**src/rtl/aes_sbox_lut_sync_pkg.sv**
```systemverilog
// Shared AES helpers: the forward S-box table used by SubWord/SubBytes logic.
package aes_pkg;

    typedef logic [7:0] byte_t;

    // Forward S-box as a full 256-way case so synthesis can map it to LUTs/ROM.
    function automatic byte_t aes_sbox(input byte_t b);
        byte_t s;
        // NOTE: assigning a default before the case keeps every path driven, so no latch can be inferred.
        s = 8'h00;
        case (b)
            8'h00: s = 8'h63; 8'h01: s = 8'h7c; 8'h02: s = 8'h77; 8'h03: s = 8'h7b; 8'h04: s = 8'hf2; 8'h05: s = 8'h6b; 8'h06: s = 8'h6f; 8'h07: s = 8'hc5;
            8'h08: s = 8'h30; 8'h09: s = 8'h01; 8'h0a: s = 8'h67; 8'h0b: s = 8'h2b; 8'h0c: s = 8'hfe; 8'h0d: s = 8'hd7; 8'h0e: s = 8'hab; 8'h0f: s = 8'h76;
            8'h10: s = 8'hca; 8'h11: s = 8'h82; 8'h12: s = 8'hc9; 8'h13: s = 8'h7d; 8'h14: s = 8'hfa; 8'h15: s = 8'h59; 8'h16: s = 8'h47; 8'h17: s = 8'hf0;
            8'h18: s = 8'had; 8'h19: s = 8'hd4; 8'h1a: s = 8'ha2; 8'h1b: s = 8'haf; 8'h1c: s = 8'h9c; 8'h1d: s = 8'ha4; 8'h1e: s = 8'h72; 8'h1f: s = 8'hc0;
            8'h20: s = 8'hb7; 8'h21: s = 8'hfd; 8'h22: s = 8'h93; 8'h23: s = 8'h26; 8'h24: s = 8'h36; 8'h25: s = 8'h3f; 8'h26: s = 8'hf7; 8'h27: s = 8'hcc;
            8'h28: s = 8'h34; 8'h29: s = 8'ha5; 8'h2a: s = 8'he5; 8'h2b: s = 8'hf1; 8'h2c: s = 8'h71; 8'h2d: s = 8'hd8; 8'h2e: s = 8'h31; 8'h2f: s = 8'h15;
            8'h30: s = 8'h04; 8'h31: s = 8'hc7; 8'h32: s = 8'h23; 8'h33: s = 8'hc3; 8'h34: s = 8'h18; 8'h35: s = 8'h96; 8'h36: s = 8'h05; 8'h37: s = 8'h9a;
            8'h38: s = 8'h07; 8'h39: s = 8'h12; 8'h3a: s = 8'h80; 8'h3b: s = 8'he2; 8'h3c: s = 8'heb; 8'h3d: s = 8'h27; 8'h3e: s = 8'hb2; 8'h3f: s = 8'h75;
            8'h40: s = 8'h09; 8'h41: s = 8'h83; 8'h42: s = 8'h2c; 8'h43: s = 8'h1a; 8'h44: s = 8'h1b; 8'h45: s = 8'h6e; 8'h46: s = 8'h5a; 8'h47: s = 8'ha0;
            8'h48: s = 8'h52; 8'h49: s = 8'h3b; 8'h4a: s = 8'hd6; 8'h4b: s = 8'hb3; 8'h4c: s = 8'h29; 8'h4d: s = 8'he3; 8'h4e: s = 8'h2f; 8'h4f: s = 8'h84;
            8'h50: s = 8'h53; 8'h51: s = 8'hd1; 8'h52: s = 8'h00; 8'h53: s = 8'hed; 8'h54: s = 8'h20; 8'h55: s = 8'hfc; 8'h56: s = 8'hb1; 8'h57: s = 8'h5b;
            8'h58: s = 8'h6a; 8'h59: s = 8'hcb; 8'h5a: s = 8'hbe; 8'h5b: s = 8'h39; 8'h5c: s = 8'h4a; 8'h5d: s = 8'h4c; 8'h5e: s = 8'h58; 8'h5f: s = 8'hcf;
            8'h60: s = 8'hd0; 8'h61: s = 8'hef; 8'h62: s = 8'haa; 8'h63: s = 8'hfb; 8'h64: s = 8'h43; 8'h65: s = 8'h4d; 8'h66: s = 8'h33; 8'h67: s = 8'h85;
            8'h68: s = 8'h45; 8'h69: s = 8'hf9; 8'h6a: s = 8'h02; 8'h6b: s = 8'h7f; 8'h6c: s = 8'h50; 8'h6d: s = 8'h3c; 8'h6e: s = 8'h9f; 8'h6f: s = 8'ha8;
            8'h70: s = 8'h51; 8'h71: s = 8'ha3; 8'h72: s = 8'h40; 8'h73: s = 8'h8f; 8'h74: s = 8'h92; 8'h75: s = 8'h9d; 8'h76: s = 8'h38; 8'h77: s = 8'hf5;
            8'h78: s = 8'hbc; 8'h79: s = 8'hb6; 8'h7a: s = 8'hda; 8'h7b: s = 8'h21; 8'h7c: s = 8'h10; 8'h7d: s = 8'hff; 8'h7e: s = 8'hf3; 8'h7f: s = 8'hd2;
            8'h80: s = 8'hcd; 8'h81: s = 8'h0c; 8'h82: s = 8'h13; 8'h83: s = 8'hec; 8'h84: s = 8'h5f; 8'h85: s = 8'h97; 8'h86: s = 8'h44; 8'h87: s = 8'h17;
            8'h88: s = 8'hc4; 8'h89: s = 8'ha7; 8'h8a: s = 8'h7e; 8'h8b: s = 8'h3d; 8'h8c: s = 8'h64; 8'h8d: s = 8'h5d; 8'h8e: s = 8'h19; 8'h8f: s = 8'h73;
            8'h90: s = 8'h60; 8'h91: s = 8'h81; 8'h92: s = 8'h4f; 8'h93: s = 8'hdc; 8'h94: s = 8'h22; 8'h95: s = 8'h2a; 8'h96: s = 8'h90; 8'h97: s = 8'h88;
            8'h98: s = 8'h46; 8'h99: s = 8'hee; 8'h9a: s = 8'hb8; 8'h9b: s = 8'h14; 8'h9c: s = 8'hde; 8'h9d: s = 8'h5e; 8'h9e: s = 8'h0b; 8'h9f: s = 8'hdb;
            8'ha0: s = 8'he0; 8'ha1: s = 8'h32; 8'ha2: s = 8'h3a; 8'ha3: s = 8'h0a; 8'ha4: s = 8'h49; 8'ha5: s = 8'h06; 8'ha6: s = 8'h24; 8'ha7: s = 8'h5c;
            8'ha8: s = 8'hc2; 8'ha9: s = 8'hd3; 8'haa: s = 8'hac; 8'hab: s = 8'h62; 8'hac: s = 8'h91; 8'had: s = 8'h95; 8'hae: s = 8'he4; 8'haf: s = 8'h79;
            8'hb0: s = 8'he7; 8'hb1: s = 8'hc8; 8'hb2: s = 8'h37; 8'hb3: s = 8'h6d; 8'hb4: s = 8'h8d; 8'hb5: s = 8'hd5; 8'hb6: s = 8'h4e; 8'hb7: s = 8'ha9;
            8'hb8: s = 8'h6c; 8'hb9: s = 8'h56; 8'hba: s = 8'hf4; 8'hbb: s = 8'hea; 8'hbc: s = 8'h65; 8'hbd: s = 8'h7a; 8'hbe: s = 8'hae; 8'hbf: s = 8'h08;
            8'hc0: s = 8'hba; 8'hc1: s = 8'h78; 8'hc2: s = 8'h25; 8'hc3: s = 8'h2e; 8'hc4: s = 8'h1c; 8'hc5: s = 8'ha6; 8'hc6: s = 8'hb4; 8'hc7: s = 8'hc6;
            8'hc8: s = 8'he8; 8'hc9: s = 8'hdd; 8'hca: s = 8'h74; 8'hcb: s = 8'h1f; 8'hcc: s = 8'h4b; 8'hcd: s = 8'hbd; 8'hce: s = 8'h8b; 8'hcf: s = 8'h8a;
            8'hd0: s = 8'h70; 8'hd1: s = 8'h3e; 8'hd2: s = 8'hb5; 8'hd3: s = 8'h66; 8'hd4: s = 8'h48; 8'hd5: s = 8'h03; 8'hd6: s = 8'hf6; 8'hd7: s = 8'h0e;
            8'hd8: s = 8'h61; 8'hd9: s = 8'h35; 8'hda: s = 8'h57; 8'hdb: s = 8'hb9; 8'hdc: s = 8'h86; 8'hdd: s = 8'hc1; 8'hde: s = 8'h1d; 8'hdf: s = 8'h9e;
            8'he0: s = 8'he1; 8'he1: s = 8'hf8; 8'he2: s = 8'h98; 8'he3: s = 8'h11; 8'he4: s = 8'h69; 8'he5: s = 8'hd9; 8'he6: s = 8'h8e; 8'he7: s = 8'h94;
            8'he8: s = 8'h9b; 8'he9: s = 8'h1e; 8'hea: s = 8'h87; 8'heb: s = 8'he9; 8'hec: s = 8'hce; 8'hed: s = 8'h55; 8'hee: s = 8'h28; 8'hef: s = 8'hdf;
            8'hf0: s = 8'h8c; 8'hf1: s = 8'ha1; 8'hf2: s = 8'h89; 8'hf3: s = 8'h0d; 8'hf4: s = 8'hbf; 8'hf5: s = 8'he6; 8'hf6: s = 8'h42; 8'hf7: s = 8'h68;
            8'hf8: s = 8'h41; 8'hf9: s = 8'h99; 8'hfa: s = 8'h2d; 8'hfb: s = 8'h0f; 8'hfc: s = 8'hb0; 8'hfd: s = 8'h54; 8'hfe: s = 8'hbb; 8'hff: s = 8'h16;
            default: s = 8'h00;
        endcase
        return s;
    endfunction

endpackage

```
**src/rtl/aes_sbox_lut_sync_if.sv**
```systemverilog
// Byte lookup bus: the requester drives addr, the S-box returns dout one cycle later.
interface aes_sbox_lut_sync_if;
    import aes_pkg::*;

    byte_t addr;
    byte_t dout;

    modport master (output addr, input dout);
    modport slave  (input addr, output dout);
endinterface

```
**src/rtl/aes_sbox_lut_sync.sv**
```systemverilog
// Registered AES forward S-box: dout is SBOX[addr] sampled one clock earlier.
module aes_sbox_lut_sync
    import aes_pkg::*;
(
    input  logic                clk,
    input  logic                rst_n,
    aes_sbox_lut_sync_if.slave  bus
);

    byte_t dout_d;
    byte_t dout_q;

    // Table lookup for the byte presented this cycle.
    always_comb begin
        dout_d = aes_sbox(bus.addr);
    end

    // Output register; reset clears it immediately and drops any in-flight value.
    always_ff @(posedge clk or negedge rst_n) begin
        if (!rst_n) begin
            dout_q <= 8'h00;
        end else begin
            // NOTE: non-blocking assignment so every flop samples its inputs from before the edge.
            dout_q <= dout_d;
        end
    end

    assign bus.dout = dout_q;

endmodule

```
**src/flat_wrapper.sv**
```systemverilog
// flat-port wrapper written by rule: the top's interface ports become plain ports
module aes_sbox_lut_sync_flat import aes_pkg::*;
  (clk, rst_n, bus_addr, bus_dout);
  aes_sbox_lut_sync_if bus_i ();
  input  logic clk;
  input  logic rst_n;
  input wire logic [$bits(bus_i.addr)-1:0] bus_addr;
  output wire logic [$bits(bus_i.dout)-1:0] bus_dout;
  assign bus_i.addr = bus_addr;
  assign bus_dout = bus_i.dout;
  aes_sbox_lut_sync u_core (.clk(clk), .rst_n(rst_n), .bus(bus_i));
endmodule
```
**config.mk**
```make
export PLATFORM = sky130hd
export DESIGN_NAME = aes_sbox_lut_sync_flat
export DESIGN_NICKNAME = d
export VERILOG_FILES = /design/src/rtl/aes_sbox_lut_sync_pkg.sv /design/src/rtl/aes_sbox_lut_sync_if.sv /design/src/rtl/aes_sbox_lut_sync.sv /design/src/flat_wrapper.sv
export SDC_FILE = /design/constraint.sdc
export NUM_CORES = 1
export LEC_CHECK = 0
export ABC_AREA = 1
export BUFFER_PORTS_ARGS = -buffer_cell sky130_fd_sc_hd__buf_2
export CORE_MARGIN = 4
export CORE_UTILIZATION = 55
export DETAILED_ROUTE_END_ITERATION = 10
export GPL_ROUTABILITY_DRIVEN = 0
export PLACE_DENSITY = 0.79
export SLEW_MARGIN = 10
export SYNTH_ARGS = -nofsm -noshare
export SYNTH_HDL_FRONTEND = slang
export SYNTH_SLANG_ARGS = --single-unit
```
**constraint.sdc**
```tcl
create_clock -name clk -period 0.85 [get_ports clk]
set_input_delay 0.1275 -clock clk [delete_from_list [all_inputs] [get_ports clk]]
set_output_delay 0.1275 -clock clk [all_outputs]
set_load 0.05 [all_outputs]
```
==> reports/metrics.cfg, run 1 <==
[outcome]
status=did not finish
failed_stage=global routing
tool.error=[ERROR GRT-0232] Routing congestion too high. Check the congestion heatmap in the GUI.

[die]
io_pins=18
rows=27
die_width_microns=84.6
die_y_microns=84.6
start_util_pct=57.6

[logic_synthesis]
synth.area.top_cells=nand2_1 (27%), nand3_1 (25%), dfrtp_1 (6.2%)
synth_edf_count=0
ys_ff_latch=8
synth.top_cell.area_share_pct=27.2
async_flop_share_pct=100
synth_cell_types=31
syn-num-nets=665
synth_ff_type=dfrtp_1
yosysSeqAreaShare_pct=6.20
yosysTopAreaCell=nand2_1
yosys_warnings=0
netlist_instances=640
syn_area_per_cell_sq_um=5.05
syn-cell-area_sq_um=3230

[sta]
endpoint_type=register data pin
worst_endpoint=u_core.bus.dout[6]$_DFF_PN0_/D

[cts]
cts_buffer_depth=2
numCtsBuffers=3
clock_sinks=8
clockRootBuffer=clkbuf_8
htree_levels=1

[placed_design]
port_buffers=17
placed_area_sq_um=4150
dp_hpwl_mm=12.2

[global_routing]
grt-ovfl-total=2
grt_max_degree=26
globalRouteTotalUtil_pct=69.4

[timing repair]
| action | in CTS |
|---|---|
| resized for setup | 81 |
| hold buffers | 1 |
| pin swaps | 8 |
| setup endpoints to repair | 16 |
| endpoints found under the hold margin | 8 |
| buffers inserted | 2 |
[per-stage QoR]
step / util [%] / hold slack [ns] / worst slack, ns / TNS (ns) / instances
after floorplan: - / -0.168 / -0.484 / -3.62 / 640
after global placement: 74.0 / -0.0221 / -0.876 / -6.38 / 798
after CTS: 79.9 / 0.273 / -0.454 / -3.61 / 804
after detailed placement: 74.0 / -0.0208 / -0.890 / -6.72 / 798
[routing by layer]
metal	GRT usage, %	overflow
met2	81.9	1
met5	24.5	0
met4	61.3	1
met3	56.9	0
met1	73.5	0
[cell usage after synthesis, drive strengths merged (3+ instances only)]
master / n
nor3: 4
ha: 15
clkbuf: 9
o21ai: 29
dfrtp: 8
inv: 35
nor2: 60
a31oi: 3
o211ai: 5
nand2: 247
a21oi: 15
nand3: 161
nand4: 10
buf: 32
[cell families after synthesis]
kind of cell	share of synthesized area, %
compound gates	9.38
fa+ha+maj	5.81
flops	6.20
buf+inv	12.2
simple gates	66.4
==> inputs of run 2 (changes only) <==
--- a/config.mk
+++ b/config.mk
@@ -8,10 +8,10 @@
 export ABC_AREA = 1
 export BUFFER_PORTS_ARGS = -buffer_cell sky130_fd_sc_hd__buf_2
 export CORE_MARGIN = 4
-export CORE_UTILIZATION = 55
+export CORE_UTILIZATION = 40
 export DETAILED_ROUTE_END_ITERATION = 10
 export GPL_ROUTABILITY_DRIVEN = 0
-export PLACE_DENSITY = 0.79
+export PLACE_DENSITY_LB_ADDON = 0.15
 export SLEW_MARGIN = 10
 export SYNTH_ARGS = -nofsm -noshare
 export SYNTH_HDL_FRONTEND = slang
==> run 2 against run 1 <==
Net effect:
- the flow now finishes, with violations (DRC, setup timing)
- synthesized cell count unchanged
- synthesized area unchanged
==> reports/metrics.cfg, run 2 <==
[global_routing]
antenna_found_initial=0
grt_pass1_wl_mm=27.2
grt_pass1_vias=5270
grt_max_degree=30
grt-ovfl-total=0
globalRouteTotalUtil_pct=35.4

[placed_design]
dpl.cell_count=849
dp_worst_setup_slack_ns=-0.883
port_buffers=17
placed_area_sq_um=4370
dp_hpwl_mm=12.9

[logic_synthesis]
async_flop_share_pct=100
synth_xor_area_share_pct=0
synth_fa_ha_area_share_pct=5.81
yosysSeqAreaShare_pct=6.20
synth-simple-area-share_pct=66.4
synth_cell_types=31
syn-cell-area_sq_um=3230
synth_compound_area_share_pct=9.38
synth_ff_type=dfrtp_1
netlist_instances=640
syn-num-nets=665
synth.area.top_cells=nand2_1 (27%), nand3_1 (25%), dfrtp_1 (6.2%)
synth.top_cell.area_share_pct=27.2
yosys_warnings=0
syn_area_per_cell_sq_um=5.05
ys_ff_latch=8
synth_top_family_by_area=simple AND/OR/NAND/NOR gates
synth_commonest_cells=nand2_1 (234), nand3_1 (161), nor2_1 (52), inv_1 (27), o21ai_0 (25)
yosysMostFrequentCell=nand2_1
synth_edf_count=0
synth_mux_area_share_pct=0
yosysTopAreaCell=nand2_1

[worst_setup_path]
endpoint_kind=flop
critPathSlowestCell=ha_4
path_common_cell=nand2_1
crit_family=simple AND/OR/NAND/NOR gates
path_buf_inv=4
crit_fanout=6
worstPathRequired_ns=0.96
worstPathArrival_ns=1.51
crit_chain=buf_12 > inv_8 > ha_4 > inv_8 > nand2_8 > nand2_8 > inv_4 > nand2_1 > nand3_2 > nand2_1 > nand2_1 > nand3_1 > nand3_2 > nand2_1
crit_path_max_incr_delay_ns=0.34
start_kind=input pin
criticalPathCategory=input pin to flop

[power]
p_leak_nw=2.55
vdd_drop_max_uv=701
powerDensity_nw_per_um2=858
p_total_mw=4.23

[sta]
holdWs_ns=0.283
rsz0062_at_grt=yes
fin_crit_sh_pct=164
timing.fmax_mhz=716
setup_violations=16
fin_ws_ns=-0.547
fin_crit_ns=1.40
worst_pin_slew_ns=0.332
maxSlewHeadroom_pct=77.8
slew_violations=0
hold_violations=0

[layout]
final_area_sq_um=4940
drive_gt1_share_pct=35.4
layout_commonest_cell=nand2_1
final_cell_mix=nand2_1 (204), nand3_1 (143), buf_4 (113), nor2_1 (39), nand2_2 (31)
largest_reg_flops=8
fillerInstances=718
area_growth_pct=52.9
multi_input_area_sq_um=3050
finalNetCount=779
fin_cells=854
antenna_cells=0
regArea_sq_um=200

[die]
rows=32
dieArea_sq_um=9570
die_width_microns=97.9
start_util_pct=41.4
io_pins=18
die_y_microns=97.9
core_sq_um=7810

[cts]
clockRootBuffer=clkbuf_8
numCtsBuffers=3
clock_sinks=8
cts_buffer_depth=2
cts_tree=yes
htree_levels=1
clkTransAtPathRegs_ns=0.05

[route]
drtPass1Iterations=11
drtIter0Drc=1107
antenna_left=0
totalWireLength_mm=17.5
vias_per_cell=6.42
drc=96
vias=5484
route.detailed.wl_per_inst_microns=20.5

[job]
drv_cap=0

[outcome]
violations=DRC, setup timing
status=complete, but fails checks

[hold_path]
worstHoldPathType=input pin to asynchronous set/reset pin

## run 2: per-stage QoR
stage               TNS (ns)  util (%)
global route           -4.79      63.2
CTS                    -3.54      61.0
detailed placement     -6.92      56.0
finish                 -4.18      63.2
floorplan              -3.62         -
global placement       -6.89      56.0
## run 2: cell type report
type | count | area share, %
clock buffer | 3 | 0.836
inverter | 36 | 3.35
multi-input combinational | 555 | 61.8
sequential | 8 | 4.05
tap | 102 | 2.58
timing repair buffer | 150 | 27.4
## run 2: power breakdown
group          internal [mW]  switching (mW)
clock network          0.309           0.170
registers              0.434          0.0241
logic                   1.25            2.04
## run 2: final timing paths
| kind | from | to | slack [ns] | cells past startpoint |
|---|---|---|---|---|
| max | bus_addr[0] | u_core.bus.dout[1] | -0.55 | 14 |
| min | rst_n | u_core.bus.dout[7] | 0.28 | 2 |
| max in group asynchronous | rst_n | u_core.bus.dout[1] | 0.40 | 2 |
| min in group clk | bus_addr[7] | u_core.bus.dout[2] | 0.31 | 4 |
## run 2: cell families after synthesis
group / count (synthesis)
compound gates: 55
simple gates: 485
flops: 8
fa+ha+maj: 15
buf+inv: 77
## run 2: repair_timing
item,in CTS,in global routing
pin swaps,17,9
setup buffers,0,1
hold endpoints to repair,8,0
hold buffers,1,0
setup endpoints to repair,16,16
gates resized for setup,103,46
## run 2: routing by layer
layer  share of wire (%)  global-route usage [%]  vias up  wire, microns
met5                   0                       0        -              0
met4                 9.6                    25.5        0           1680
met3                  16                    14.6      214           2870
met2                  39                    49.9      567           6920
met1                  35                    43.1     2359           6070
li1                    -                       -     2344              -
(Power assumes the default switching activity.)
